### config.mk
export PLATFORM = sky130hd
export DESIGN_NAME = alsu_cmd_issuer
export DESIGN_NICKNAME = d
export VERILOG_FILES = /design/src/rtl/alsu_pkg.sv /design/src/rtl/alsu_cmd_fifo.sv /design/src/rtl/alsu_cmd_issuer.sv
export SDC_FILE = /design/constraint.sdc
export NUM_CORES = 1
export LEC_CHECK = 0
export BUFFER_PORTS_ARGS = -buffer_cell sky130_fd_sc_hd__clkbuf_2
export CORE_ASPECT_RATIO = 1.75
export CORE_UTILIZATION = 60
export CTS_CLUSTER_DIAMETER = 50
export DETAILED_ROUTE_END_ITERATION = 10
export PLACE_DENSITY = 0.81
export SYNTH_ARGS = -nofsm -noshare
export SYNTH_HDL_FRONTEND = slang
export SYNTH_SLANG_ARGS = --single-unit
### constraint.sdc
create_clock -name clk -period 5.6 [get_ports clk]
set_clock_uncertainty 0.05 [all_clocks]
set_input_delay 1.12 -clock clk [delete_from_list [all_inputs] [get_ports clk]]
set_output_delay 1.12 -clock clk [all_outputs]
set_load 0.01 [all_outputs]
### src/rtl/alsu_pkg.sv
// Shared ALSU definitions: opcodes, flag bit positions, packed command and the
// invalid-operation rule used by both the command issuer and ALSU-side checkers.
package alsu_pkg;

    localparam logic [2:0] OP_OR    = 3'd0;
    localparam logic [2:0] OP_XOR   = 3'd1;
    localparam logic [2:0] OP_ADD   = 3'd2;
    localparam logic [2:0] OP_MUL   = 3'd3;
    localparam logic [2:0] OP_SHIFT = 3'd4;
    localparam logic [2:0] OP_ROT   = 3'd5;

    // Bit positions inside the 7-bit flags field
    localparam int F_CIN       = 6;
    localparam int F_SERIAL_IN = 5;
    localparam int F_RED_OP_A  = 4;
    localparam int F_RED_OP_B  = 3;
    localparam int F_BYPASS_A  = 2;
    localparam int F_BYPASS_B  = 1;
    localparam int F_DIRECTION = 0;

    // Widest repeat field a command can carry; issuers use REP_W <= REP_MAX_W
    localparam int REP_MAX_W = 8;

    typedef struct packed {
        logic [2:0]           opcode;
        logic [2:0]           a;
        logic [2:0]           b;
        logic [6:0]           flags;
        logic [REP_MAX_W-1:0] rep;
    } alsu_cmd_t;

    function automatic logic is_invalid(alsu_cmd_t cmd);
        logic red_any;
        red_any = cmd.flags[F_RED_OP_A] | cmd.flags[F_RED_OP_B];
        return (cmd.opcode[2] & cmd.opcode[1]) |
               (red_any & (cmd.opcode[2] | cmd.opcode[1]));
    endfunction

endpackage

### src/rtl/alsu_cmd_fifo.sv
// Generic synchronous FIFO with occupancy count; pointers wrap naturally, so
// DEPTH must be a power of two. Push when full and pop when empty are ignored.
module alsu_cmd_fifo #(
    parameter int DEPTH = 4,
    parameter int WIDTH = 8
) (
    input  logic                   clk,
    input  logic                   rst,
    input  logic                   push,
    input  logic                   pop,
    input  logic [WIDTH-1:0]       din,
    output logic [WIDTH-1:0]       dout,
    output logic [$clog2(DEPTH):0] count
);

    localparam int PTR_W = $clog2(DEPTH);
    localparam int CNT_W = PTR_W + 1;
    localparam logic [CNT_W-1:0] FULL_CNT = CNT_W'(DEPTH);

    logic [WIDTH-1:0] mem [DEPTH];
    logic [PTR_W-1:0] wr_ptr;
    logic [PTR_W-1:0] rd_ptr;
    logic [CNT_W-1:0] count_q;
    logic             do_push;
    logic             do_pop;

    assign do_push = push & (count_q != FULL_CNT);
    assign do_pop  = pop & (count_q != '0);

    always_ff @(posedge clk or negedge rst) begin
        if (!rst) begin
            wr_ptr  <= '0;
            rd_ptr  <= '0;
            count_q <= '0;
        end else begin
            if (do_push) wr_ptr <= wr_ptr + 1'b1;
            if (do_pop)  rd_ptr <= rd_ptr + 1'b1;
            case ({do_push, do_pop})
                2'b10:   count_q <= count_q + 1'b1;
                2'b01:   count_q <= count_q - 1'b1;
                default: count_q <= count_q;
            endcase
        end
    end

    // Storage needs no reset: occupancy alone decides what is valid
    always_ff @(posedge clk) begin
        if (do_push) mem[wr_ptr] <= din;
    end

    assign dout  = mem[rd_ptr];
    assign count = count_q;

endmodule

### src/rtl/alsu_cmd_issuer.sv
// ALSU command issuer: screens and queues packed operations, then drives the
// ALSU pins one command at a time, holding each for its repeat count.
//
//   state    | meaning
//   S_IDLE   | no command active, ALSU pins carry the all-zero NOP
//   S_ACTIVE | pins carry the loaded command, rem counts hold cycles left
module alsu_cmd_issuer
    import alsu_pkg::*;
#(
    parameter int DEPTH = 4,
    parameter int REP_W = 4
) (
    input  logic                   clk,
    input  logic                   rst,
    input  logic                   cmd_valid,
    output logic                   cmd_ready,
    input  logic [2:0]             cmd_opcode,
    input  logic [2:0]             cmd_A,
    input  logic [2:0]             cmd_B,
    input  logic [6:0]             cmd_flags,
    input  logic [REP_W-1:0]       cmd_repeat,
    output logic [2:0]             A,
    output logic [2:0]             B,
    output logic [2:0]             opcode,
    output logic                   cin,
    output logic                   serial_in,
    output logic                   red_op_A,
    output logic                   red_op_B,
    output logic                   bypass_A,
    output logic                   bypass_B,
    output logic                   direction,
    output logic                   issue_valid,
    output logic [$clog2(DEPTH):0] fifo_count,
    output logic [7:0]             reject_cnt
);

    localparam int CNT_W = $clog2(DEPTH) + 1;
    localparam logic [CNT_W-1:0] FULL_CNT = CNT_W'(DEPTH);
    localparam logic [REP_W-1:0] REM_ONE  = REP_W'(1);

    typedef enum logic {S_IDLE, S_ACTIVE} state_t;

    state_t                  state_q, state_d;
    logic [REP_W-1:0]        rem_q, rem_d;
    logic [2:0]              op_q, op_d;
    logic [2:0]              a_q, a_d;
    logic [2:0]              b_q, b_d;
    logic [6:0]              flags_q, flags_d;
    logic [7:0]              reject_q;

    alsu_cmd_t               in_cmd;
    alsu_cmd_t               head;
    logic [$bits(alsu_cmd_t)-1:0] head_raw;
    logic [REP_MAX_W-1:0]    head_rep;
    logic                    xfer;
    logic                    drop;
    logic                    push;
    logic                    pop;
    logic                    fifo_empty;

    assign in_cmd = '{opcode: cmd_opcode, a: cmd_A, b: cmd_B,
                      flags: cmd_flags, rep: REP_MAX_W'(cmd_repeat)};

    assign cmd_ready  = (fifo_count != FULL_CNT);
    assign fifo_empty = (fifo_count == '0);
    assign xfer       = cmd_valid & cmd_ready;
    // Invalid ops are swallowed unless a bypass bit asks for the ALSU's own handling
    assign drop       = is_invalid(in_cmd) & ~in_cmd.flags[F_BYPASS_A] & ~in_cmd.flags[F_BYPASS_B];
    assign push       = xfer & ~drop;
    assign head       = alsu_cmd_t'(head_raw);

    alsu_cmd_fifo #(
        .DEPTH (DEPTH),
        .WIDTH ($bits(alsu_cmd_t))
    ) u_fifo (
        .clk   (clk),
        .rst   (rst),
        .push  (push),
        .pop   (pop),
        .din   (in_cmd),
        .dout  (head_raw),
        .count (fifo_count)
    );

    always_comb begin
        state_d  = state_q;
        rem_d    = rem_q;
        op_d     = op_q;
        a_d      = a_q;
        b_d      = b_q;
        flags_d  = flags_q;
        pop      = 1'b0;
        head_rep = (head.rep == '0) ? REP_MAX_W'(1) : head.rep;

        // Loading on the last hold cycle gives bubble-free back-to-back issue
        if (!fifo_empty && (state_q == S_IDLE || rem_q == REM_ONE)) begin
            pop     = 1'b1;
            state_d = S_ACTIVE;
            rem_d   = REP_W'(head_rep);
            op_d    = head.opcode;
            a_d     = head.a;
            b_d     = head.b;
            flags_d = head.flags;
        end else if (state_q == S_ACTIVE) begin
            if (rem_q == REM_ONE) begin
                state_d = S_IDLE;
                rem_d   = '0;
                op_d    = '0;
                a_d     = '0;
                b_d     = '0;
                flags_d = '0;
            end else begin
                rem_d = rem_q - 1'b1;
            end
        end
    end

    always_ff @(posedge clk or negedge rst) begin
        if (!rst) begin
            state_q <= S_IDLE;
            rem_q   <= '0;
            op_q    <= '0;
            a_q     <= '0;
            b_q     <= '0;
            flags_q <= '0;
        end else begin
            state_q <= state_d;
            rem_q   <= rem_d;
            op_q    <= op_d;
            a_q     <= a_d;
            b_q     <= b_d;
            flags_q <= flags_d;
        end
    end

    always_ff @(posedge clk or negedge rst) begin
        if (!rst) begin
            reject_q <= '0;
        end else if (xfer && drop && reject_q != 8'hFF) begin
            reject_q <= reject_q + 1'b1;
        end
    end

    assign opcode      = op_q;
    assign A           = a_q;
    assign B           = b_q;
    assign cin         = flags_q[F_CIN];
    assign serial_in   = flags_q[F_SERIAL_IN];
    assign red_op_A    = flags_q[F_RED_OP_A];
    assign red_op_B    = flags_q[F_RED_OP_B];
    assign bypass_A    = flags_q[F_BYPASS_A];
    assign bypass_B    = flags_q[F_BYPASS_B];
    assign direction   = flags_q[F_DIRECTION];
    assign issue_valid = (state_q == S_ACTIVE);
    assign reject_cnt  = reject_q;

endmodule

# Word level (Yosys, flattened, before mapping)
# Memories as Yosys holds them, arrays and structs flattened.
# Index checks and enable logic that the tools add are counted.
# W data, S select, Z words.
[word_totals]
reg_bits = 36
latch_bits = 0
ram_bits = 80
mem_bits_ro = 0
in_bits = 23
out_inout_bits = 29
word_cells = 68
n_memories = 1
[classes]
addsub = 6
multipliers = 0
n_div = 0
magnitude_cmp = 0
n_eq_ne = 5
n_shift = 0
n_mux = 19
n_bitwise = 15
n_reduce_logical = 12
[mem_list]
columns = ["name", "depth", "width", "read_ports", "rd_clocked_by_memory_dff", "write_ports", "line_no", "text"]
rows = [
  ["u_fifo.mem", 4, 20, 1, 0, 1, "alsu_cmd_fifo.sv:20", "logic [WIDTH-1:0] mem [DEPTH];"],
]
[ops]
columns = ["op", "n"]
rows = [
  ["$mux W7", 3],
  ["$mux W4", 4],
  ["$mux W3", 5],
  ["$add A8 B1 Y8 const B", 1],
  ["$and A1 B1 Y1", 8],
  ["$logic_not A8 Y1", 1],
  ["$ne A8 B8 Y1 const B", 1],
  ["$mux W1", 6],
  ["$pmux W3 S2", 1],
  ["$reduce_bool A2 Y1", 3],
  ["$add A2 B1 Y2 const B", 2],
  ["$eq A4 B1 Y1 const B", 1],
  ["$not A1 Y1", 4],
  ["$sub A4 B1 Y4 const B", 1],
  ["$add A3 B1 Y3 const B", 1],
  ["$logic_and A1 B1 Y1", 3],
  ["$logic_not A3 Y1", 1],
  ["$ne A3 B3 Y1 const B", 1],
  ["$or A1 B1 Y1", 3],
  ["$reduce_bool A3 Y1", 1],
  ["$sub A3 B1 Y3 const B", 1],
  ["$eq A2 B1 Y1 const B", 1],
  ["$eq A2 B2 Y1 const B", 1],
  ["$reduce_and A2 Y1", 1],
  ["other kinds (2)", 2],
]

# Depth between registers and ports, before layout
[logic_depth]
ltp_word = 10
ltp_mapped = 11
depth_no_buf = 10

# By module
# From an unflattened synthesis, not the netlist that was laid out.
[hier_totals]
cells_unflattened = 287
hier_area_um2 = 5303.8
[modules_own_cells]
columns = ["module", "n_inst", "cells_each", "area_per_inst_um2", "seq_area_each_um2"]
rows = [
  ["alsu_cmd_fifo", 1, 163, 3925.0, 3057.9],
  ["alsu_cmd_issuer", 1, 124, 1378.8, 725.7],
]

# Least setup slack after synthesis
# OpenSTA, ideal clock, no wires.
[synth_timing]
path_type = "in2reg"
start = "in cmd_opcode[2]"
end = "reg u_fifo.count_q[2] (netlist: u_fifo.count[2])"
t_arrival_ps = 2856
path_slack_ps = 2615
cell_stages = 11
path_cell_list = "o31ai_1 -> a211o_1 -> and3_4 -> buf_6 -> inv_1 -> ha_1 -> inv_1 -> fa_1 -> xor2_1 -> nor2_1 -> xor2_1"
[synth_between]
elab_chain_len = 10
word_cells_on_any_way = 13
[synth_rtl]
columns = ["item", "line_no", "text"]
rows = [
  ["start: declaration", "alsu_cmd_issuer.sv:17", "input logic [2:0] cmd_opcode,"],
  ["$or A1 B1 Y1", "alsu_pkg.sv:36", "(red_any & (cmd.opcode[2] | cmd.opcode[1]));"],
  ["$and A1 B1 Y1", "alsu_pkg.sv:36", ""],
  ["$or A1 B1 Y1 (*)", "alsu_pkg.sv:35", "return (cmd.opcode[2] & cmd.opcode[1]) |"],
  ["$and A1 B1 Y1 (*) (2 in a row)", "alsu_cmd_issuer.sv:68", "assign drop = is_invalid(in_cmd) & ~in_cmd.flags[F_BYPASS_A] & ~in_cmd.flags[F_BYPASS_B];"],
  ["$not A1 Y1 (*)", "alsu_cmd_issuer.sv:69", "assign push = xfer & ~drop;"],
  ["$and A1 B1 Y1 (*)", "alsu_cmd_issuer.sv:69", ""],
  ["$and A1 B1 Y1 (*)", "alsu_cmd_fifo.sv:27", "assign do_push = push & (count_q != FULL_CNT);"],
  ["$eq A2 B1 Y1 / $eq A2 B2 Y1 (equally long branches)", "alsu_cmd_fifo.sv:38", "case ({do_push, do_pop})"],
  ["$pmux W3 S2 / $reduce_bool A2 Y1 (equally long branches)", "--", ""],
  ["end signal: assignment", "alsu_cmd_fifo.sv:39", "2'b10: count_q <= count_q + 1'b1;"],
  ["end signal: assignment", "alsu_cmd_fifo.sv:40", "2'b01: count_q <= count_q - 1'b1;"],
  ["end signal: assignment", "alsu_cmd_fifo.sv:41", "default: count_q <= count_q;"],
  ["end: declaration", "alsu_cmd_fifo.sv:23", "logic [CNT_W-1:0] count_q;"],
]
# Every way passes the cells marked *; elsewhere a longest branch is shown, timed or not.
# A chain may end at the register's enable or synchronous reset.

# Worst setup path in the final report
[layout_timing]
start = "in cmd_opcode[2]"
end = "mem u_fifo.mem[2][5] (netlist bit), enable pin"
[layout_between]
elab_chain_len = 10
word_cells_on_any_way = 11
[layout_rtl]
columns = ["item", "line_no", "text"]
rows = [
  ["$or A1 B1 Y1", "alsu_pkg.sv:36", ""],
  ["$and A1 B1 Y1", "alsu_pkg.sv:36", ""],
  ["$or A1 B1 Y1 (*)", "alsu_pkg.sv:35", ""],
  ["$and A1 B1 Y1 (*) (2 in a row)", "alsu_cmd_issuer.sv:68", ""],
  ["$not A1 Y1 (*)", "alsu_cmd_issuer.sv:69", ""],
  ["$and A1 B1 Y1 (*)", "alsu_cmd_issuer.sv:69", ""],
  ["$and A1 B1 Y1 (*)", "alsu_cmd_fifo.sv:27", ""],
  ["$mux W1 (*)", "alsu_cmd_fifo.sv:48", "if (do_push) mem[wr_ptr] <= din;"],
  ["$mux W1 (implied by the code) (*)", "alsu_cmd_fifo.sv:48", ""],
  ["end: declaration", "alsu_cmd_fifo.sv:20", ""],
]
# Marks and branches as above.

==> impl_results.md <==
- Final worst setup slack: 2560 ps
- Io pins: 52
- CP Capture Point: u_fifo.mem[2][5]$_DFFE_PP_
- Most frequent cells after synthesis: edfxtp_1 (80), dfrtp_1 (36), a22o_1 (16)
- Number of global-route vias before repair: 2600
- Initial antenna violation count: 0
- Violation count after the first detailed-route iteration: 166
- Max incr delay on CP: 830 ps
- Syn Std Cell Area: 4630 µm²
- Leakage: 2.22 nW
- Sink Count: 116
- Mapped Nets: 279
- Grt total ovfl: 0
- Worst hold margin: 441 ps
- Async S/R FF share, synth: 31.0%
- All-layer global routing usage: 24.7%
- Core ar.: 7510 µm²
- Worst VDD drop: 0.000368 V
- Initial core utilization: 61.7%
- Hold Buf Count CTS: 0
- Largest cells by area after synthesis: edfxtp_1 (52%), dfrtp_1 (19%), mux4_1 (5.7%)
- Drt pass-1 iters: 4
- Synth area leader: edfxtp_1
- Antenna diodes: 0
- TritonCTS clock tree: yes
- CTS Root Cell: clkbuf_16
- WL/cell: 20.8 µm
- Reg2reg path depth: 10
- Die Y-Extent: 118 µm
- Via count: 2506
- Top-count cell post-synth: edfxtp_1
- Post-CTS resize count: 0
- Crit path capture type: flip-flop
- Required time worst endpoint: 5570 ps
- Final setup viols: 0
- Post-layout util: 73.7%
- Worst-margin pin slew: 1050 ps
- CP cell instances: clkbuf_2, o31ai_1, a211o_1, and3_4, and2_1
- Nets: 342
- Ys flop type: edfxtp_1
- First-pass GRT wire length: 13200 µm
- Area growth, synth to finish: 19.5%
- Dpl hpwl: 5230 µm
- Worst EP arrival: 3020 ps
- RR Endpoint: u_fifo.count[2]$_DFFE_PN0P_
- Fillers: 457
- TritonCTS Buffers: 17
- Max Root-Sink Buffers: 2
- Post-synth top area share: 51.8%
- WS Path Type: in -> reg
- Width of the die: 68.4 µm
- Post-synth EDFFs: 80
- Clock transition at path regs: 50 ps
- Number of remaining DRC errors: 0
- Fin. Hold Viols: 0
- Cell area after placement: 4950 µm²
- Final period utilization: 54.4%
- Setup tns final: 0 ps
- Final slew viol count: 0
- Min Tclk post-route: 3040 ps
- Routability cong.: 0.763
- Worst R2R Setup Slack: 3190 ps
- PortBufs: 51
- Rel. slew slack: 29.9%
- P per Cell Area: 572 nW/µm²
- WL final: 8520 µm
- Worst Hold Class: reg -> reg
- Seq/Total Area, Yosys: 71.3%
- Layout cells sized above 1: 29.8%
- Max Clk Rate: 328 MHz
- H-tree depth: 4
- Placed insts: 379
- Setup crit start kind: input port
- DR vias/cell: 6.11
- Maxcap violations: 0
- Synthesis Warnings: 0
- Clk_lat worst skew: 410 ps
- Pwr Total: 3.16 mW
- Rows: 42
- CP max-delay cell: and2_1
- Fin cells: 410
- CP startpoint: cmd_opcode[2]
- Post-CTS Setup Inserts: 0
- Pre-CTS setup slack: 2150 ps
- Final Cell Area: 5540 µm²
- Cells after synthesis: 247
- Antenna viol nets, final: 0
- Synthesized area per cell: 18.8 µm²
- Largest net degree at the start of global routing: 37
- Synthesized flop and latch total: 116
- Distinct cells, synth: 39
- Die Area: 8090 µm²
- Outcome: completed
- Reg2reg start: rem_q[1]$_DFFE_PN0P_
- RSZ-0062 raised after global routing: false
- Max Fanout on Critical Path: 20
==> cell usage in the layout (no fill, tap or decap), types with 3 or more instances in the layout <==
cell type,instances
dfrtp_1,36
bufinv_16,3
and2_1,4
o31ai_1,3
mux4_2,10
inv_1,9
edfxtp_1,80
xnor2_1,3
xor2_1,10
ha_1,8
clkbuf_16,17
mux4_1,10
nor2_1,3
nor3_1,5
nand3_1,4
clkbuf_1,5
clkbuf_8,3
nor4_1,3
nand2_1,6
clkbuf_2,51
a22o_1,16
o21ai_0,4
==> layer usage <==
| layer | track usage, % | part of all wire [%] | vias up |
|---|---|---|---|
| met1 | 28.7 | 36 | 1276 |
| met2 | 40.3 | 55 | 93 |
| met5 | 0 | 0 | - |
| met4 | 12.8 | 2.6 | 0 |
| li1 | - | - | 1113 |
| met3 | 6.66 | 5.8 | 24 |
==> power by group <==
group          leakage [nW]  total, mW  switching, mW  internal [mW]
Combinational         0.759      0.796          0.409          0.387
Sequential             1.17       1.30          0.154           1.15
Clock                 0.286       1.06          0.337          0.727
==> registers in the layout, summed over array words and instances (netlist names) <==
signal and cells:
u_fifo.count 3, opcode 3, flags_q 7, reject_cnt 8, u_fifo.rd_ptr 2, u_fifo.mem 80
rem_q 4, issue_valid 1, u_fifo.wr_ptr 2, A 3, B 3
==> cell families after synthesis <==
kind of cell,after synthesis,share of synthesized area (%)
compound gates,33,5.72
xor+xnor,13,2.46
fa+ha+maj,9,2.59
buf+inv,18,2.16
flops,116,71.3
mux,24,11.5
simple gates,34,4.27
==> worst max-delay path, delay by kind of cell <==
kind | cells | cell delay (ps)
and+or+nand+nor | 2 | 1110
AOI/OAI and AO/OA | 2 | 640
buffers and inverters | 1 | 120
==> layout make-up <==
class                           instances  area, µm²  share of cell area (%)
Sequential cell                       116       3300                    59.7
Multi-Input combinational cell        113       1230                    22.2
Clock buffer                           25        485                    8.77
Timing Repair Buffer                   53        270                    4.88
Tap cell                               88        110                    1.99
Clock inverter                          6        103                    1.85
Inverter                                9       33.8                   0.610
==> worst min path at each step <==
stage,startpoint,cells past startpoint,slack [ps],to
after floorplan,rem_q[3]$_DFFE_PN0P_,2,440,rem_q[3]$_DFFE_PN0P_
final,reject_cnt[7]$_DFFE_PN0P_,1,440,reject_cnt[7]$_DFFE_PN0P_
after detailed placement,reject_cnt[7]$_DFFE_PN0P_,1,440,reject_cnt[7]$_DFFE_PN0P_
after global routing,reject_cnt[7]$_DFFE_PN0P_,1,460,reject_cnt[7]$_DFFE_PN0P_
after global placement,reject_cnt[6]$_DFFE_PN0P_,1,430,reject_cnt[6]$_DFFE_PN0P_
after CTS,reject_cnt[7]$_DFFE_PN0P_,1,450,reject_cnt[7]$_DFFE_PN0P_
No activity file was read; power rests on OpenSTA's default activity.
